**src/rtl/pipearch_common.sv**
```systemverilog
// Shared definitions for the pipearch CCI-P front end: default sizing and the
// layout of the read-request mdata tag.
package pipearch_common;

  localparam int NUM_REQ_DEFAULT = 4;
  localparam int MAX_OUT_DEFAULT = 64;
  localparam int MDATA_W         = 16;
  localparam int ADDR_W          = 42;
  localparam int DATA_W          = 512;
  localparam int ID_W_DEFAULT    = $clog2(NUM_REQ_DEFAULT);

  typedef struct packed {
    logic [MDATA_W-ID_W_DEFAULT-1:0] seq;
    logic [ID_W_DEFAULT-1:0]         id;
  } t_rd_mdata;

  // Width-generic packing of {seq, id} for arbiters not built at the default size.
  function automatic logic [MDATA_W-1:0] pack_mdata(input logic [MDATA_W-1:0] seq,
                                                    input logic [MDATA_W-1:0] id,
                                                    input int id_w);
    logic [MDATA_W-1:0] mask;
    mask = (MDATA_W'(1) << id_w) - MDATA_W'(1);
    return (seq << id_w) | (id & mask);
  endfunction

endpackage

```
**src/rtl/rr_arbiter.sv**
```systemverilog
// Round-robin grant over an N-wide request mask. The grant is combinational;
// the search pointer moves to one past the winner whenever a grant is given.
module rr_arbiter #(
  parameter  int N     = 4,
  localparam int IDX_W = $clog2(N)
) (
  input  logic             clk,
  input  logic             reset,
  input  logic             en,
  input  logic [N-1:0]     req,
  output logic [N-1:0]     gnt,
  output logic [IDX_W-1:0] gnt_idx,
  output logic             gnt_valid
);

  logic [IDX_W-1:0] ptr;
  logic [IDX_W-1:0] cand;

  // N is a power of two, so pointer arithmetic wraps naturally.
  always_comb begin
    gnt       = '0;
    gnt_idx   = '0;
    gnt_valid = 1'b0;
    cand      = '0;
    for (int off = 0; off < N; off++) begin
      cand = ptr + IDX_W'(off);
      if (!gnt_valid && en && req[cand]) begin
        gnt_valid = 1'b1;
        gnt_idx   = cand;
      end
    end
    if (gnt_valid) gnt[gnt_idx] = 1'b1;
  end

  always_ff @(posedge clk) begin
    if (reset) ptr <= '0;
    else if (gnt_valid) ptr <= gnt_idx + 1'b1;
  end

endmodule

```
**src/rtl/ccip_rd_arbiter.sv**
```systemverilog
// Shares the CCI-P c0 read channel among NUM_REQ read engines: tags mdata with
// the requester id, caps per-requester in-flight reads and routes responses back.
module ccip_rd_arbiter
  import pipearch_common::*;
#(
  parameter  int NUM_REQ = NUM_REQ_DEFAULT,
  parameter  int MAX_OUT = MAX_OUT_DEFAULT,
  localparam int ID_W    = $clog2(NUM_REQ),
  localparam int CNT_W   = $clog2(MAX_OUT) + 1,
  localparam int SEQ_W   = MDATA_W - ID_W
) (
  input  logic                            clk,
  input  logic                            reset,
  input  logic [NUM_REQ-1:0]              req_valid,
  input  logic [NUM_REQ-1:0][ADDR_W-1:0]  req_addr,
  output logic [NUM_REQ-1:0]              req_ready,
  input  logic                            c0TxAlmFull,
  output logic                            c0tx_valid,
  output logic [ADDR_W-1:0]               c0tx_addr,
  output logic [MDATA_W-1:0]              c0tx_mdata,
  input  logic                            c0rx_valid,
  input  logic [MDATA_W-1:0]              c0rx_mdata,
  input  logic [DATA_W-1:0]               c0rx_data,
  output logic [NUM_REQ-1:0]              rsp_valid,
  output logic [DATA_W-1:0]               rsp_data,
  output logic [NUM_REQ-1:0][CNT_W-1:0]   outstanding,
  output logic                            idle,
  output logic                            err_underflow
);

  logic [NUM_REQ-1:0] eligible;
  logic [NUM_REQ-1:0] gnt;
  logic [NUM_REQ-1:0] rsp_hit;
  logic [ID_W-1:0]    gnt_idx;
  logic               gnt_valid;
  logic [SEQ_W-1:0]   seq;

  always_comb begin
    eligible = '0;
    for (int i = 0; i < NUM_REQ; i++)
      eligible[i] = req_valid[i] && (outstanding[i] < CNT_W'(MAX_OUT));
  end

  // Response routing uses only the id field; the sequence bits are debug-only.
  always_comb begin
    rsp_hit = '0;
    if (c0rx_valid) rsp_hit = NUM_REQ'(1) << c0rx_mdata[ID_W-1:0];
  end

  rr_arbiter #(.N(NUM_REQ)) u_rr (
    .clk       (clk),
    .reset     (reset),
    .en        (!reset && !c0TxAlmFull),
    .req       (eligible),
    .gnt       (gnt),
    .gnt_idx   (gnt_idx),
    .gnt_valid (gnt_valid)
  );

  assign req_ready = gnt;

  always_ff @(posedge clk) begin
    if (reset) begin
      c0tx_valid <= 1'b0;
      c0tx_addr  <= '0;
      c0tx_mdata <= '0;
      seq        <= '0;
    end else begin
      c0tx_valid <= gnt_valid;
      if (gnt_valid) begin
        c0tx_addr  <= req_addr[gnt_idx];
        c0tx_mdata <= pack_mdata(MDATA_W'(seq), MDATA_W'(gnt_idx), ID_W);
        seq        <= seq + 1'b1;
      end
    end
  end

  always_ff @(posedge clk) begin
    if (reset) begin
      rsp_valid <= '0;
      rsp_data  <= '0;
    end else begin
      rsp_valid <= rsp_hit;
      if (c0rx_valid) rsp_data <= c0rx_data;
    end
  end

  // A grant and a response to the same requester in one cycle cancel out.
  always_ff @(posedge clk) begin
    if (reset) begin
      outstanding   <= '0;
      err_underflow <= 1'b0;
    end else begin
      for (int i = 0; i < NUM_REQ; i++) begin
        if (gnt[i] && !rsp_hit[i])
          outstanding[i] <= outstanding[i] + 1'b1;
        else if (rsp_hit[i] && !gnt[i] && outstanding[i] != '0)
          outstanding[i] <= outstanding[i] - 1'b1;
        if (rsp_hit[i] && outstanding[i] == '0)
          err_underflow <= 1'b1;
      end
    end
  end

  always_comb begin
    idle = ~|req_valid;
    for (int i = 0; i < NUM_REQ; i++)
      if (outstanding[i] != '0) idle = 1'b0;
  end

endmodule

```
**config.mk**
```make
export PLATFORM = sky130hd
export DESIGN_NAME = ccip_rd_arbiter
export DESIGN_NICKNAME = d
export VERILOG_FILES = /design/src/rtl/pipearch_common.sv /design/src/rtl/rr_arbiter.sv /design/src/rtl/ccip_rd_arbiter.sv
export SDC_FILE = /design/constraint.sdc
export NUM_CORES = 1
export LEC_CHECK = 0
export BUFFER_PORTS_ARGS = -buffer_cell sky130_fd_sc_hd__buf_2
export CORE_AREA = 2 2 515 517
export DETAILED_ROUTE_END_ITERATION = 10
export DIE_AREA = 0 0 517 519
export HOLD_SLACK_MARGIN = 0.03
export SKIP_CTS_REPAIR_TIMING = 1
export SLEW_MARGIN = 20
export SYNTH_ARGS = -nofsm -noshare
export SYNTH_HDL_FRONTEND = slang
export SYNTH_SLANG_ARGS = --single-unit
```
**constraint.sdc**
```tcl
create_clock -name clk -period 5.69 [get_ports clk]
set_clock_uncertainty 0.1 [all_clocks]
set_input_delay 1.138 -clock clk [delete_from_list [all_inputs] [get_ports clk]]
set_output_delay 1.138 -clock clk [all_outputs]
set_load 0.02 [all_outputs]
```
# [Yosys cells after proc, flatten, opt, wreduce, memory -nomap -nowiden]
# Index checks and enable logic that the tools add are counted.
[op_classes] addsub=13 order_cmp=10 shifts=1 muxes=38 bitwise_logic=1 n_reduce_logical=57
[ops] cell="$bmux 42 s2" n=1
[ops] cell="$mux 7" n=8
[ops] cell="$mux 42" n=1
[ops] cell="$logic_and 1x1->1" n=29
[ops] cell="$add 7x1->7 const B" n=4
[ops] cell="$logic_not 7->1" n=4
[ops] cell="$lt 7x7->1 const B" n=4
[ops] cell="$reduce_bool 7->1" n=4
[ops] cell="$sub 7x1->7 const B" n=4
[ops] cell="$mux 1" n=17
[ops] cell="$or 16x2->16" n=1
[ops] cell="$lt 2x3->1 const B" n=5
[ops] cell="$add 14x1->14 const B" n=1
[ops] cell="$logic_not 1->1" n=14
[ops] cell="$bmux 1 s2" n=4
[ops] cell="$mux 2" n=4
[ops] cell="$mux 4" n=2
[ops] cell="$reduce_bool 2->1" n=4
[ops] cell="$add 2x1->2 const B" n=2
[ops] cell="$add 2x2->2 const B" n=2
[ops] cell="$reduce_bool 4->1" n=1
[ops] cell="$reduce_or 4->1" n=1
[ops] cell="$shl 1x2->4 const A" n=1
[ops] cell="$demux 1 s2" n=1
[ops] cell="$ge 2x1->1 const B" n=1
[word_totals] ff_bits=620 out_inout_bits=609 elab_cells=132

# [Depth between registers and ports, before layout]
[logic_depth] depth_word=28 ltp_mapped=17

# [Modules after synthesis]
# From an unflattened synthesis, not the netlist that was laid out.
[unflattened] hier_cells=2260 area_unflattened_um2=24020.5
[modules_own_cells] mod="ccip_rd_arbiter" n_inst=1 cells_per_inst=2208 area_each_um2=23635.2
[modules_own_cells] mod="rr_arbiter" n_inst=1 cells_per_inst=52 area_each_um2=385.4

# [Worst setup path before layout]
# No wires, ideal clock.
[synth_timing] path_type="input to register" start="in reset" end="reg outstanding[20] (netlist bit)" setup_ns=0.121 arrival_ns=4.298 t_required_ns=5.469 path_slack_ns=1.171 path_stages=15 path_buffers=1 cell_sequence="buf_2 -> nor2_1 -> o41ai_1 -> nor3_1 -> o21ai_2 -> inv_1 -> nand2_1 -> fa_1 -> a21o_1 -> a21oi_1 -> nor2b_1 -> o21a_1 -> or4_1 -> mux2i_1 -> mux2_2"
[synth_via] elab_chain_cells=25 word_cells_on_any_way=32 cone_classes="order compare (2); mux (12); reduce/logical (18)"
[synth_rtl] element="start: declaration" line="ccip_rd_arbiter.sv:13" text="input logic reset,"
[synth_rtl] element="$logic_not 1->1 (*)" line="ccip_rd_arbiter.sv:53" text=".en (!reset && !c0TxAlmFull),"
[synth_rtl] element="$logic_and 1x1->1 (*)" line="ccip_rd_arbiter.sv:53"
[synth_rtl] element="$logic_and 1x1->1" line="rr_arbiter.sv:27" text="if (!gnt_valid && en && req[cand]) begin"
[synth_rtl] element="$mux 1" line="rr_arbiter.sv:27"
[synth_rtl] element="$logic_not 1->1" line="rr_arbiter.sv:27"
[synth_rtl] element="$logic_and 1x1->1 (2 in a row)" line="rr_arbiter.sv:27"
[synth_rtl] element="$mux 1" line="rr_arbiter.sv:27"
[synth_rtl] element="$logic_not 1->1" line="rr_arbiter.sv:27"
[synth_rtl] element="[... 8 more ...]"
[synth_rtl] element="$logic_and 1x1->1 (not written as such)" line="rr_arbiter.sv:32" text="if (gnt_valid) gnt[gnt_idx] = 1'b1;"
[synth_rtl] element="$mux 1 (not written as such)" line="rr_arbiter.sv:32"
[synth_rtl] element="$demux 1 s2"
[synth_rtl] element="$mux 4 (*)" line="rr_arbiter.sv:32"
[synth_rtl] element="named net req_ready[2]" line="ccip_rd_arbiter.sv:16" text="output logic [NUM_REQ-1:0] req_ready,"
[synth_rtl] element="$logic_not 1->1" line="ccip_rd_arbiter.sv:97" text="else if (rsp_hit[i] && !gnt[i] && outstanding[i] != '0)"
[synth_rtl] element="$logic_and 1x1->1 (2 in a row)" line="ccip_rd_arbiter.sv:97"
[synth_rtl] element="$reduce_bool 2->1 (no source line)"
[synth_rtl] element="end signal: indexed assignment" line="ccip_rd_arbiter.sv:96" text="outstanding[i] <= outstanding[i] + 1'b1;"
[synth_rtl] element="end signal: indexed assignment" line="ccip_rd_arbiter.sv:98" text="outstanding[i] <= outstanding[i] - 1'b1;"
[synth_rtl] element="end: declaration" line="ccip_rd_arbiter.sv:26" text="output logic [NUM_REQ-1:0][CNT_W-1:0] outstanding,"
# Mark *: on every way through the listed nets, which the timed path passes. The rest lies on a longest branch.
# A chain may end at the register's enable or synchronous reset.

# [Worst setup path after layout]
[layout_timing] start="reg outstanding[2] (netlist bit)" end="out idle"
[layout_via] elab_chain_cells=5
[layout_rtl] element="$reduce_bool 7->1" line="ccip_rd_arbiter.sv:108" text="if (outstanding[i] != '0) idle = 1'b0;"
[layout_rtl] element="$mux 1 (4 in a row)" line="ccip_rd_arbiter.sv:108"
[layout_rtl] element="end: declaration" line="ccip_rd_arbiter.sv:27" text="output logic idle,"
# No other way between the ends.

==> summary.md <==
| Metric | Value |
|---|---|
| Area contributors post-synth | dfxtp_1 52%, mux2i_1 25%, nor2_1 8.6% |
| Pre-CTS WS | 0.7771 ns |
| Layout Nets | 4331 |
| LEAKAGE | 18.32 nW |
| Post-Place Cell Area | 34540 um^2 |
| DRT Wirelength | 205700 um |
| Worst VDD drop | 0.0002147 V |
| Hold_sp | c0tx_mdata[4] |
| Syn. warnings | 0 |
| Synthesized area per cell | 10.21 um^2 |
| Post-route setup slack | 1.181 ns |
| Finished Cell Area | 37530 um^2 |
| CTS max path bufs | 4 |
| Worst min path class | flop to flop |
| Cell area power density | 346.3 nW/um^2 |
| Power Total | 0.01300 W |
| CP max stage cell | nor4_1 |
| Yosys reg bits | 620 |
| Fraction of layout instances using a drive strength above 1 | 40.57% |
| Global Route Usage Sum | 14.62% |
| Core footprint | 263400 um^2 |
| Maximum fanout along the worst path | 4 |
| Starting Density | 9.093% |
| Worst Tran Pin Value | 1.094 ns |
| Cell family with most CP delay | simple AND/OR/NAND/NOR gates |
| Final Wtd Congestion | 0.9575 |
| Via density | 3.227 |
| Fmax | 0.2218 GHz |
| Most common cell in the netlist | dfxtp_1 |
| Max-Slew Margin vs Limit | 25.00% |
| Register area share after synthesis | 51.82% |
| Via count | 23442 |
| WL per Instance | 28.31 um |
| Starting DRT DRC Count | 1349 |
| Crit path time final | 4.509 ns |
| # IOs | 1313 |
| CP Class | flop to output port |
| Worst setup path startpoint | outstanding[2] |
| Global route overflow | 0 |
| Worst Path Arrival | 3.27 ns |
| Area growth syn-to-layout | 56.69% |
| First-pass GRT wire length | 248300 um |
| TritonCTS clock tree | yes |
| Setup repair after global routing missed its margin | false |
| # rows | 189 |
| Largest net degree at the start of global routing | 147 |
| Clock root buffer | clkbuf_16 |
| Synthesized area | 23950 um^2 |
| Clock sink total | 620 |
| Post-DRT Antenna Nets | 0 |
| Buf/Inv on CP | 1 |
| Post-synth top area cell | dfxtp_1 |
| Register clock-pin slew on the reported worst setup and hold paths | 0.06 ns |
| Input/output buffers | 1298 |
| Startpoint types | flop |
| Syn Inst Count | 2347 |
| # DRC | 0 |
| Max Cap Viol | 0 |
| Synth cell types | 64 |
| Vias in the first global route | 21420 |
| Cell Chain, Critical Path | or4_1 -> nor4_1 -> nand2_1 -> nor4_1 -> buf_2 |
| Slowest Stage Delay on Critical Path | 0.63 ns |
| Post-Syn Nets | 3077 |
| Post-route setup TNS | 0 ns |
| Post-synth EDFFs | 0 |
| Number of H-tree levels | 3 |
| Fin. Hold Viols | 0 |
| Post-DP HPWL | 177900 um |
| Post-route clock period utilization | 79.25% |
| Commonest cells in the netlist | 620 x dfxtp_1, 606 x mux2i_1, 550 x nor2_1, 83 x clkbuf_1, 60 x o21ai_0 |
| Die area | 268300 um^2 |
| Max Transition Viols Final | 0 |
| Initial antenna violation count | 311 |
| Most common flop cell mapped by yosys | dfxtp_1 |
| Worst Setup End Kind | output port |
| Clk Latency, worst-skew pair | 0.80 ns |
| Required time worst endpoint | 4.45 ns |
| Die X | 517 um |
| Status | complete, no violations |
| First-pass iteration count of the detailed router | 5 |
| Setup violators final | 0 |
| Synth top area share | 51.82% |
| RR Startpoint | outstanding[20] |
| DIE HEIGHT | 519 um |
| CP dominant cell by count | nor4_1 |
| Inserted Clock Buffers | 89 |
| Fin util | 14.25% |
| Asr flop ratio synth | 0% |
[power by group]
group / internal, W / switching, W / total (W) / leakage [nW]
registers: 0.00464 / 0.000201 / 0.00484 / 5.11
logic: 0.000898 / 0.00166 / 0.00256 / 11.8
clock network: 0.00325 / 0.00236 / 0.00560 / 1.39
[sequential cells by signal (all words and copies together) (netlist names)]
name and cells:
seq 14, rsp_valid 4, c0tx_valid 1, outstanding 28
c0tx_addr 42, u_rr.ptr 2, err_underflow 1, rsp_data 512
c0tx_mdata 16
[placed cells by master, fill, tap and decap left out, drive strengths merged, types with 12 or more instances in the layout]
master	netlist	layout
diode	0	67
nand2	57	57
a221oi	43	43
dfxtp	620	620
clkinv	0	24
xor2	13	13
ha	22	22
buf	76	1322
a21oi	50	50
clkbuf	83	116
nand3	15	15
mux2i	607	607
nor2	552	552
nor3	19	19
nor2b	12	12
o21ai	62	62
inv	14	18
xnor2	14	14
[per-layer routing]
| metal | track usage, % | vias to the layer above | part of all wire (%) |
|---|---|---|---|
| met5 | 0 | - | 0.35 |
| met3 | 13.40 | 608 | 20 |
| li1 | - | 10684 | - |
| met1 | 14.88 | 10433 | 35 |
| met2 | 20.71 | 1607 | 39 |
| met4 | 5.841 | 110 | 5.0 |
[worst reg2reg max path, stage by stage (launching register included)]
cell and delay (ns):
dfxtp_1 0.50, and2b_1 0.33, nor3_1 0.20, a22oi_1 0.12, o22ai_1 0.36, o21ai_2 0.17
inv_1 0.15, nand2_1 0.19, fa_1 0.46, a21o_1 0.17, a21oi_1 0.17, nor2b_1 0.09
o21a_1 0.18, or4_1 0.39, mux2i_1 0.16, mux2_2 0.35
[metrics by stage]
step / hold WS [ns] / cells
floorplan: 0.3371 / 2347
global placement: 0.3428 / 7043
detailed placement: 0.3458 / 7043
CTS: 0.3530 / 7198
global route: 0.3862 / 7231
finish: 0.3506 / 7265
[final cells by class]
class,count,area [um^2]
clock inverter,39,390.4
sequential,620,12410
fill,30154,225900
clock buffer,116,2439
inverter,14,53.80
antenna,67,167.7
timing repair buffer,1322,6771
tap,3533,4420
multi-input combinational,1554,10880
[path summary, 6_finish.rpt]
kind | end | slack (ns) | cells past startpoint
max | idle | 1.18 | 5
min | c0tx_mdata[4] | 0.35 | 2
max reg2reg | outstanding[20] | 1.47 | 15
min reg2reg | c0tx_mdata[4] | 0.35 | 2
[logic make-up (layout without fill, tap and decap cells)]
group,Yosys count,count (layout),share of synthesized area (%)
other cells,0,67,0
buf+inv,173,1491,2.841
simple gates,698,698,12.01
compound gates,189,189,5.114
xor+xnor,27,27,0.9872
mux,614,614,25.75
flops,620,620,51.82
fa+ha+maj,26,26,1.483
No activity file was read; power rests on OpenSTA's default activity.
